### src/rtl/instr_encoder.sv
// instr_encoder: packs instruction fields into MIPS R/I/J words and writes them to sequential memory locations
module instr_encoder #(
   parameter int ADDR_WIDTH = 8
) (
   input  logic                  clk,
   input  logic                  reset,
   input  logic                  start,
   input  logic                  in_valid,
   output logic                  in_ready,
   input  logic [3:0]            in_kind,
   input  logic [4:0]            in_rs,
   input  logic [4:0]            in_rt,
   input  logic [4:0]            in_rd,
   input  logic [4:0]            in_shamt,
   input  logic [5:0]            in_funct,
   input  logic [15:0]           in_imm,
   input  logic [25:0]           in_target,
   output logic                  mem_we,
   output logic [ADDR_WIDTH-1:0] mem_addr,
   output logic [31:0]           mem_wdata,
   input  logic                  mem_ready,
   output logic [ADDR_WIDTH:0]   word_count,
   output logic                  full,
   output logic                  err_illegal
);
   typedef enum logic {IDLE, WRITE} state_t;
   state_t state;
   logic legal;
   logic [31:0] encWord;
   logic [ADDR_WIDTH:0] cntNext;
   assign in_ready = (state == IDLE) && !full && !start;
   assign cntNext = word_count + (ADDR_WIDTH+1)'(1);
   // map the instruction kind onto its opcode and field layout; kinds 12-15 are flagged illegal
   always_comb begin
      legal = 1'b1;
      encWord = 32'h0;
      case (in_kind)
         4'd0:  encWord = {6'h00, in_rs, in_rt, in_rd, in_shamt, in_funct};
         4'd1:  encWord = {6'h00, in_rs, 15'b0, 6'h08};
         4'd2:  encWord = {6'h08, in_rs, in_rt, in_imm};
         4'd3:  encWord = {6'h0d, in_rs, in_rt, in_imm};
         4'd4:  encWord = {6'h0f, 5'b0, in_rt, in_imm};
         4'd5:  encWord = {6'h0c, in_rs, in_rt, in_imm};
         4'd6:  encWord = {6'h23, in_rs, in_rt, in_imm};
         4'd7:  encWord = {6'h2b, in_rs, in_rt, in_imm};
         4'd8:  encWord = {6'h04, in_rs, in_rt, in_imm};
         4'd9:  encWord = {6'h05, in_rs, in_rt, in_imm};
         4'd10: encWord = {6'h02, in_target};
         4'd11: encWord = {6'h03, in_target};
         default: legal = 1'b0;
      endcase
   end
   // accept in IDLE, hold the write in WRITE until memory takes it, then advance address and count
   always_ff @(posedge clk) begin
      if (reset) begin
         state <= IDLE;
         mem_we <= 1'b0;
         mem_addr <= '0;
         mem_wdata <= '0;
         word_count <= '0;
         full <= 1'b0;
         err_illegal <= 1'b0;
      end else begin
         case (state)
            IDLE: begin
               if (start) begin
                  mem_addr <= '0;
                  word_count <= '0;
                  full <= 1'b0;
                  err_illegal <= 1'b0;
               end else if (in_valid && in_ready) begin
                  if (legal) begin
                     mem_wdata <= encWord;
                     mem_we <= 1'b1;
                     state <= WRITE;
                  end else begin
                     err_illegal <= 1'b1;
                  end
               end
            end
            WRITE: begin
               if (mem_ready) begin
                  mem_we <= 1'b0;
                  mem_addr <= mem_addr + ADDR_WIDTH'(1);
                  word_count <= cntNext;
                  full <= cntNext == {1'b1, {ADDR_WIDTH{1'b0}}};
                  state <= IDLE;
               end
            end
            default: state <= IDLE;
         endcase
      end
   end
endmodule

### config.mk
export PLATFORM = sky130hd
export DESIGN_NAME = instr_encoder
export DESIGN_NICKNAME = d
export VERILOG_FILES = /design/src/rtl/instr_encoder.sv
export SDC_FILE = /design/constraint.sdc
export NUM_CORES = 1
export LEC_CHECK = 0
export CAP_MARGIN = 15
export CORE_MARGIN = 2
export CORE_UTILIZATION = 44
export CTS_CLUSTER_DIAMETER = 80
export DETAILED_ROUTE_END_ITERATION = 8
export GPL_ROUTABILITY_DRIVEN = 1
export GPL_TIMING_DRIVEN = 1
export MAX_ROUTING_LAYER = met4
export PLACE_DENSITY = 0.84
export SLEW_MARGIN = 25
export SYNTH_ARGS = -nofsm -noshare
export SYNTH_HDL_FRONTEND = slang
export SYNTH_SLANG_ARGS = --single-unit
### constraint.sdc
create_clock -name clk -period 2.9 [get_ports clk]
set_input_delay 0.435 -clock clk [delete_from_list [all_inputs] [get_ports clk]]
set_output_delay 0.435 -clock clk [all_outputs]
set_load 0.005 [all_outputs]
==> results.cfg, run 1 <==
[grt]
track_usage = 0.2453
grt_pass1_vias = 2607
gr-total-overflow = 0
grt_max_degree = 47
antenna_found_initial = 0
grt_pass1_wl_um = 12560

[yosys]
yosysSeqAreaShare = 0.3926
synth_cells = 320
yosys.area.top_type = dfxtp_1
synth-edff-count = 0
synth-async-reset-ratio = 0
netlist_area_mm2 = 0.002651
syn_nets = 399
syn_area_per_cell_um2 = 8.285
synth-main-ff-cell = dfxtp_1
synth.area.top_cells = dfxtp_1 39%, a211oi_1 6.2%, nor2_1 6.1%, a222oi_1 5.7%, a21oi_1 5.3%
ys_types = 48
ys_seq_elements = 52
synth.yosys.warnings = 0
yosysTopAreaCellShare = 0.3926

[die]
rows = 28
ios = 130
start_util = 0.4505
core_area_mm2 = 0.005886
die_h_um = 81.63
die_area_mm2 = 0.006663
die_w_um = 81.63

[pwr]
power.leakage_nw = 1.381
vdd_ir_drop_max_mv = 0.2541
p_per_area_mw_per_mm2 = 370.9

[cells_and_area]
drive_above_1_share = 0.05300
mostFrequentLayoutCells = 127 x clkdlybuf4s50_1, 52 x dfxtp_1, 42 x nor2_1, 28 x a21oi_1, 23 x nand2_1
syn_to_final_growth_pct = 51.35
multi_input_area_mm2 = 0.001460
utilization = 0.6818
regArea_mm2 = 0.001041
final_common_cell = clkdlybuf4s50_1
nNetsFinal = 513
fill_cells = 488
antenna_cells = 0

[timing]
finalWorstSetupSlack_ns = 0.7493
clock.fmax_mhz = 465.0
setup-violations-final = 0
hold_viol_final = 0
worst_pin_slew_ns = 0.8101
finalMaxSlewViolations = 0
slew_headroom = 0.4573
tns_ns = 0
fin_worst_skew_ns = 0.003898
grt_setup_unrepaired = no
final.period_utilization = 0.7416
period_needed_ns = 2.151

[worst_hold_path]
hold_path_class = reg2reg
hold_end = mem_we
hold_path_depth = 2
min-delay-start = mem_we

[clock_network]
cts_buffers = 5
cts_hold_buf = 0
clk_latency_ns = 0.30
post_cts_buffers = 0
cts_tree = done
path_clk_slew_ns = 0.09
cts_root_buffer = clkbuf_8
cts_buffer_depth = 2
clock_sinks = 52
cts-htree-levels = 2
cts_resized = 0

[drt]
firstDrtPassIters = 5
drt-initial-drc-count = 264
route.detailed.drc = 0
viasPerCell = 5.623
routedWlPerCell_um = 16.04
drtAntennaViolNets = 0
wirelength_um = 8162
dr_total_vias = 2862

[critical_path]
r2r_slack_ns = 1.04
crit_path_max_fanout = 16
ff2ff_path_depth = 5
end_kind = flip-flop
crit_arrival_ns = 2.37
startpoint_type = primary input
critical_path_class = in2reg
critPathRequiredTime_ns = 3.12
r2r-end = mem_wdata[19]
crit-reg2reg-launch = state

[placement]
io_buffer_count = 128
dp_slack_ns = 0.3114
routabilityCongestion = 0.8725
dp_hpwl_um = 5679

[status]
status = finished, final reports clean

[flow_run]
drv_cap = 0
## worst max path at each step
stage | start | to | slack [ns] | cells after the start
2_1_floorplan | in_kind[2] | mem_wdata[16] | 1.34 | 5
6_report | in_kind[2] | mem_wdata[12] | 0.75 | 5
3_5_place_dp | in_kind[1] | mem_wdata[12] | 0.31 | 5
3_3_place_gp | in_kind[1] | mem_wdata[12] | 0.44 | 5
5_1_grt | in_kind[2] | mem_wdata[2] | 0.62 | 5
4_1_cts | in_kind[1] | mem_wdata[12] | 0.62 | 5
## stage by stage
| step | power (mW) | std cells | hold slack, ns | cell area, µm² |
|---|---|---|---|---|
| floorplan | 0.9134 | 320 | 0.4483 | 2651 |
| global placement | 1.101 | 502 | 0.4473 | 3933 |
| detailed placement | 1.107 | 502 | 0.4556 | 3933 |
| CTS | 1.497 | 509 | 0.4679 | 4010 |
| global route | 1.554 | 509 | 0.4892 | 4013 |
| finish | 1.488 | 509 | 0.4640 | 4013 |
## critical path: stages
cell	delay (ns)
clkdlybuf4s50_1	0.68
nor2_1	0.15
xnor2_2	0.65
a222oi_1	0.18
a211oi_1	0.28
## cell usage after synthesis (all sizes together) (4+ instances only)
library cell	count
a211oi	22
a21o	6
a21oi	28
a222oi	15
a311oi	4
a31oi	4
buf	15
clkbuf	13
dfxtp	52
nand2	23
nand2b	8
nand3	10
nor2	43
nor2b	5
nor3	9
o2111ai	5
o21ai	13
or3	5
## metal layers
| metal | track usage | up-vias | wire length, µm |
|---|---|---|---|
| met1 | 0.3126 | 1317 | 3589 |
| met2 | 0.4041 | 110 | 3829 |
| met5 | - | - | 0 |
| met4 | 0.05333 | 0 | 69 |
| met3 | 0.05055 | 9 | 673 |
| li1 | - | 1426 | - |
## power by group
group	total [mW]	leakage, nW	internal, mW	switching, mW
Clock	0.397	0.0410	0.165	0.232
Sequential	0.759	0.423	0.742	0.0168
Combinational	0.333	0.917	0.193	0.140
Total	1.49	1.38	1.10	0.388
## sequential cells by signal, summed over array words and instances, names as in the netlist
name         count
mem_wdata       31
full             1
mem_addr         8
word_count       9
mem_we           1
state            1
err_illegal      1
## area by class of cell
cell class	count	share of cell area
flip-flops and latches	52	0.2594
repair buffers	135	0.3311
clock inverters	1	0.001247
well taps	75	0.02339
inverters	3	0.002806
multi-input cells	237	0.3639
clock buffers	6	0.01809
## cells by family after synthesis
kind of cell / synth area share
xor+xnor: 0.009441
fa+ha+maj: 0.009437
simple gates: 0.2393
flops: 0.3926
other cells: 0.001414
buf+inv: 0.05758
mux: 0.008023
compound gates: 0.2822
(Power assumes the default switching activity.)
==> run 2: changes to the inputs <==
CORE_UTILIZATION = 41   (was 44)
PLACE_DENSITY = 0.79   (was 0.84)
clock period = 2.1 ns   (was 2.9 ns; I/O delays follow)
==> run 2 against run 1 <==
  * First-iteration DRC count shrank 29%
  * Core utilization shrank 3.1 points
  * Sequential share of layout area shrank 0.60 points
  * Worst hold slack lost 0.027 ns
  * Register-to-register slack lost 0.63 ns
  * Critical path depth is the same
  * Non-clock buffer count grew 9
  * Clock skew grew 0.0043 ns
  * Cell count grew 2.2%
  * Global-route usage shrank 2.0 points
  * Setup slack lost 0.58 ns
  * Critical path type unchanged
  * Largest cell class unchanged
==> results.cfg, run 2 (same netlist as run 1, synthesis figures left out) <==
[status]
status = finished, final reports clean

[drt]
wirelength_um = 7982
dr_wl_met3_um = 420
firstDrtPassIters = 7
drt-initial-drc-count = 188
route.detailed.drc = 0
dr_total_vias = 2907
viasPerCell = 5.590
routedWlPerCell_um = 15.35
drtAntennaViolNets = 0
top_layer = met4
m1WireLength_um = 3480
wl_met2_um = 3986

[clock_network]
clk_latency_ns = 0.30
path_clk_slew_ns = 0.09
clock_sinks = 52
cts_root_buffer = clkbuf_8
cts_tree = done
post_cts_buffers = 0
cts_buffers = 5
cts_buffer_depth = 2
cts_hold_buf = 0
cts-htree-levels = 2

[grt]
grt_pass1_vias = 2815
grt_max_degree = 37
antenna_found_initial = 0
track_usage = 0.2249
grt_pass1_wl_um = 12910
gr-total-overflow = 0

[timing]
finalMaxSlewViolations = 0
period_needed_ns = 1.930
fin_worst_skew_ns = 0.008221
worst_pin_slew_ns = 0.7600
setup-violations-final = 0
clock.fmax_mhz = 518.0
slew_headroom = 0.4908
hold_ws_ns = 0.4370
grt_setup_unrepaired = no
final.period_utilization = 0.9192
tns_ns = 0
hold_viol_final = 0
finalWorstSetupSlack_ns = 0.1696

[die]
rows = 29
die_w_um = 84.42
die_h_um = 84.42
core_area_mm2 = 0.006314
die_area_mm2 = 0.007126
ios = 130
start_util = 0.4199

[worst_hold_path]
hold_path_depth = 2
hold_path_class = in2reg
hold_end = mem_addr[0]
min-delay-start = reset

[cells_and_area]
design_area_mm2 = 0.004108
layout.cells.non_filler = 520
drive_above_1_share = 0.07223
mostFrequentLayoutCells = 127 x clkdlybuf4s50_1, 52 x dfxtp_1, 42 x nor2_1, 28 x a21oi_1, 23 x nand2_1
top_regs = mem_wdata: 31 flops, word_count: 9 flops, mem_addr: 8 flops
antenna_cells = 0
nNetsFinal = 522
final_common_cell = clkdlybuf4s50_1
utilization = 0.6506
largest_reg_flops = 31
top_register = mem_wdata
syn_to_final_growth_pct = 54.93

[critical_path]
r2r_slack_ns = 0.41
startpoint_type = primary input
critPathRequiredTime_ns = 2.30
critical_path_class = in2reg
end_kind = flip-flop
r2r-end = word_count[8]
ff2ff_path_depth = 5
crit-reg2reg-launch = word_count[0]
crit_path_max_fanout = 28
crit_arrival_ns = 2.13

[pwr]
power.leakage_nw = 1.433
vdd_ir_drop_max_mv = 0.4181
fin_total_pwr_mw = 2.063
p_per_area_mw_per_mm2 = 502.1

[placement]
dp_hpwl_um = 5758
dp.cells = 513
dpl-instance-area_mm2 = 0.004028
routabilityCongestion = 0.8243
io_buffer_count = 128
dp_slack_ns = -0.3043

[flow_run]
drv_cap = 0
-- run 2: changes by cell type in the layout (fill, tap and decap cells not counted), sizes merged --
| cell | previous run | this run |
|---|---|---|
| buf | 8 | 17 |
-- run 2: what timing repair did --
| action | 4_1_cts | 5_1_grt |
|---|---|---|
| endpoints found under the hold margin | 0 | 0 |
| gates resized for setup | 1 | 0 |
| setup endpoints to repair | 1 | 0 |
-- run 2: layout make-up --
type | instances | area [µm²]
tap | 77 | 96.34
fill | 561 | 2206
multi-input combinational | 237 | 1460
inverter | 3 | 11.26
clock inverter | 1 | 5.005
sequential | 52 | 1041
timing repair buffer | 144 | 1421
clock buffer | 6 | 72.57
-- run 2: report_power, final --
group / leakage [nW] / switching [mW] / total [mW] / internal (mW)
registers: 0.423 / 0.0222 / 1.05 / 1.02
clock network: 0.0410 / 0.311 / 0.539 / 0.228
logic: 0.969 / 0.194 / 0.477 / 0.283
-- run 2: worst max path at each step --
stage | slack [ns] | startpoint | cells past startpoint | to
after floorplan | 0.55 | word_count[0] | 5 | word_count[8]
after global placement | -0.17 | in_kind[1] | 5 | mem_wdata[14]
after detailed placement | -0.30 | in_kind[1] | 5 | mem_wdata[5]
after CTS | 0.18 | in_kind[3] | 5 | mem_wdata[5]
after global routing | 0.12 | in_kind[3] | 5 | mem_wdata[5]
final | 0.17 | in_kind[3] | 5 | mem_wdata[5]
-- run 2: critical path, stage by stage --
cell and delay [ns]:
clkdlybuf4s50_1 0.43, buf_4 0.24, xnor2_2 0.65, a222oi_1 0.15, a211oi_1 0.33
-- run 2: routing by layer --
layer | GRT usage | vias to the layer above
li1 | - | 1447
met1 | 0.2744 | 1368
met2 | 0.3759 | 84
met3 | 0.05211 | 8
met4 | 0.05916 | 0
met5 | - | -
==> run 3: changes to the inputs <==
CORE_ASPECT_RATIO = 0.6   (was default)
==> run 3 against run 2 <==
  * Maximum frequency grew 2.9%
  * Combinational power is essentially flat
  * Core utilization grew 1.7 points
  * Count of clock-buffer cells in the layout is the same
  * Total power grew 3.8%
  * Cell count grew 1.5%
  * Non-clock buffer count is the same
  * Setup slack gained 0.054 ns
  * Register-to-register slack lost 0.05 ns
  * Critical path depth is the same
  * Via count grew 0.79%
  * Clock power grew 14%
  * Highest routed layer unchanged
==> results.cfg, run 3 (same netlist as run 1, synthesis figures left out) <==
[drt]
dr_total_vias = 2930
firstDrtPassIters = 5
wirelength_um = 8340
viasPerCell = 5.549
routedWlPerCell_um = 15.80
route.detailed.drc = 0
drtAntennaViolNets = 0
drt-initial-drc-count = 249

[clock_network]
cts_hold_buf = 0
cts_buffers = 5
clk_latency_ns = 0.31
post_cts_buffers = 0
cts_tree = done
cts_buffer_depth = 2
cts_resized = 0
clock_sinks = 52
cts-htree-levels = 2
path_clk_slew_ns = 0.10
cts_root_buffer = clkbuf_8

[placement]
dp_slack_ns = -0.2960
dp_hpwl_um = 6053
dp.cells = 520
routabilityCongestion = 0.8885
io_buffer_count = 128

[grt]
gr-total-overflow = 0
grt_pass1_wl_um = 13210
grt_pass1_vias = 2693
track_usage = 0.2407
antenna_found_initial = 0
grt_max_degree = 47

[timing]
worst_pin_slew_ns = 0.7738
period_needed_ns = 1.876
slew_headroom = 0.4816
finalMaxSlewViolations = 0
clock.fmax_mhz = 533.0
setup-violations-final = 0
finalWorstSetupSlack_ns = 0.2238
fin_worst_skew_ns = 0.01183
final.period_utilization = 0.8934
hold_viol_final = 0
hold_ws_ns = 0.4358
grt_setup_unrepaired = no

[cells_and_area]
utilization = 0.6679
antenna_cells = 0
largest_reg_flops = 31
final_common_cell = clkdlybuf4s50_1
mostFrequentLayoutCells = 127 x clkdlybuf4s50_1, 52 x dfxtp_1, 42 x nor2_1, 28 x a21oi_1, 23 x nand2_1
syn_to_final_growth_pct = 56.02
nNetsFinal = 522
top_register = mem_wdata
top_regs = mem_wdata: 31 flops, word_count: 9 flops, mem_addr: 8 flops
drive_above_1_share = 0.07658
layout.cells.non_filler = 528

[critical_path]
startpoint_type = primary input
cp_slowest_cell = xnor2_2
path_cells = clkdlybuf4s50_1 > buf_4 > xnor2_2 > a222oi_1 > a211oi_1
critical_path_class = in2reg
crit_path_max_fanout = 28
end_kind = flip-flop
crit_arrival_ns = 2.09
cp_slowest_stage_delay_ns = 0.66
critPathRequiredTime_ns = 2.32

[die]
core_area_mm2 = 0.006193
die_area_mm2 = 0.007147
start_util = 0.4281
die_w_um = 107.8
ios = 130
die_h_um = 66.29
rows = 22

[pwr]
vdd_ir_drop_max_mv = 0.3012
fin_total_pwr_mw = 2.141
power.leakage_nw = 1.436
p_per_area_mw_per_mm2 = 517.7

[status]
status = finished, final reports clean

[worst_hold_path]
hold_path_class = in2reg

[flow_run]
drv_cap = 0
run 3: changes by cell type in the layout (fill, tap and decap cells not counted), sizes merged:
| cell | previous run | this run |
|---|---|---|
| clkinvlp | 0 | 2 |
| clkinv | 1 | 0 |
run 3: path summary, 6_finish.rpt:
check	start	end	slack, ns	cells past startpoint
worst min register to register	mem_wdata[29]	mem_wdata[29]	0.47	2
worst max-delay path	in_kind[3]	mem_wdata[1]	0.22	5
worst max register to register	word_count[0]	word_count[4]	0.36	4
worst min-delay path	reset	mem_addr[3]	0.44	2
run 3: through the flow:
step | instance area, µm² | setup TNS, ns
final | 4136 | 0
after global routing | 4136 | 0
after CTS | 4134 | 0
after detailed placement | 4036 | -3.752
after global placement | 4036 | -2.823
after floorplan | 2651 | 0
run 3: report_power, final:
group	switching (mW)	total, mW	internal (mW)	leakage (nW)
Clock	0.347	0.615	0.268	0.0434
Sequential	0.0229	1.05	1.02	0.423
Combinational	0.196	0.479	0.283	0.969
Total	0.566	2.14	1.58	1.44
run 3: area by class of cell:
type / instances / area [µm²]
fill: 508 / 2057
multi-input combinational: 237 / 1460
timing repair buffer: 144 / 1421
sequential: 52 / 1041
tap: 84 / 105.1
clock buffer: 6 / 82.58
clock inverter: 2 / 15.01
inverter: 3 / 11.26
run 3: layer usage:
layer / GRT usage / vias up / wire (µm)
met5: - / - / 0
met4: 0.05769 / 0 / 72
met3: 0.05320 / 9 / 684
met2: 0.3781 / 126 / 3698
met1: 0.3184 / 1344 / 3885
li1: - / 1451 / -
run 3: critical path, delay by kind of cell:
kind | cells | cell delay (ns)
xor gates and xnor gates | 1 | 0.66
buffers and inverters | 2 | 0.65
AOI/OAI and AO/OA | 2 | 0.47
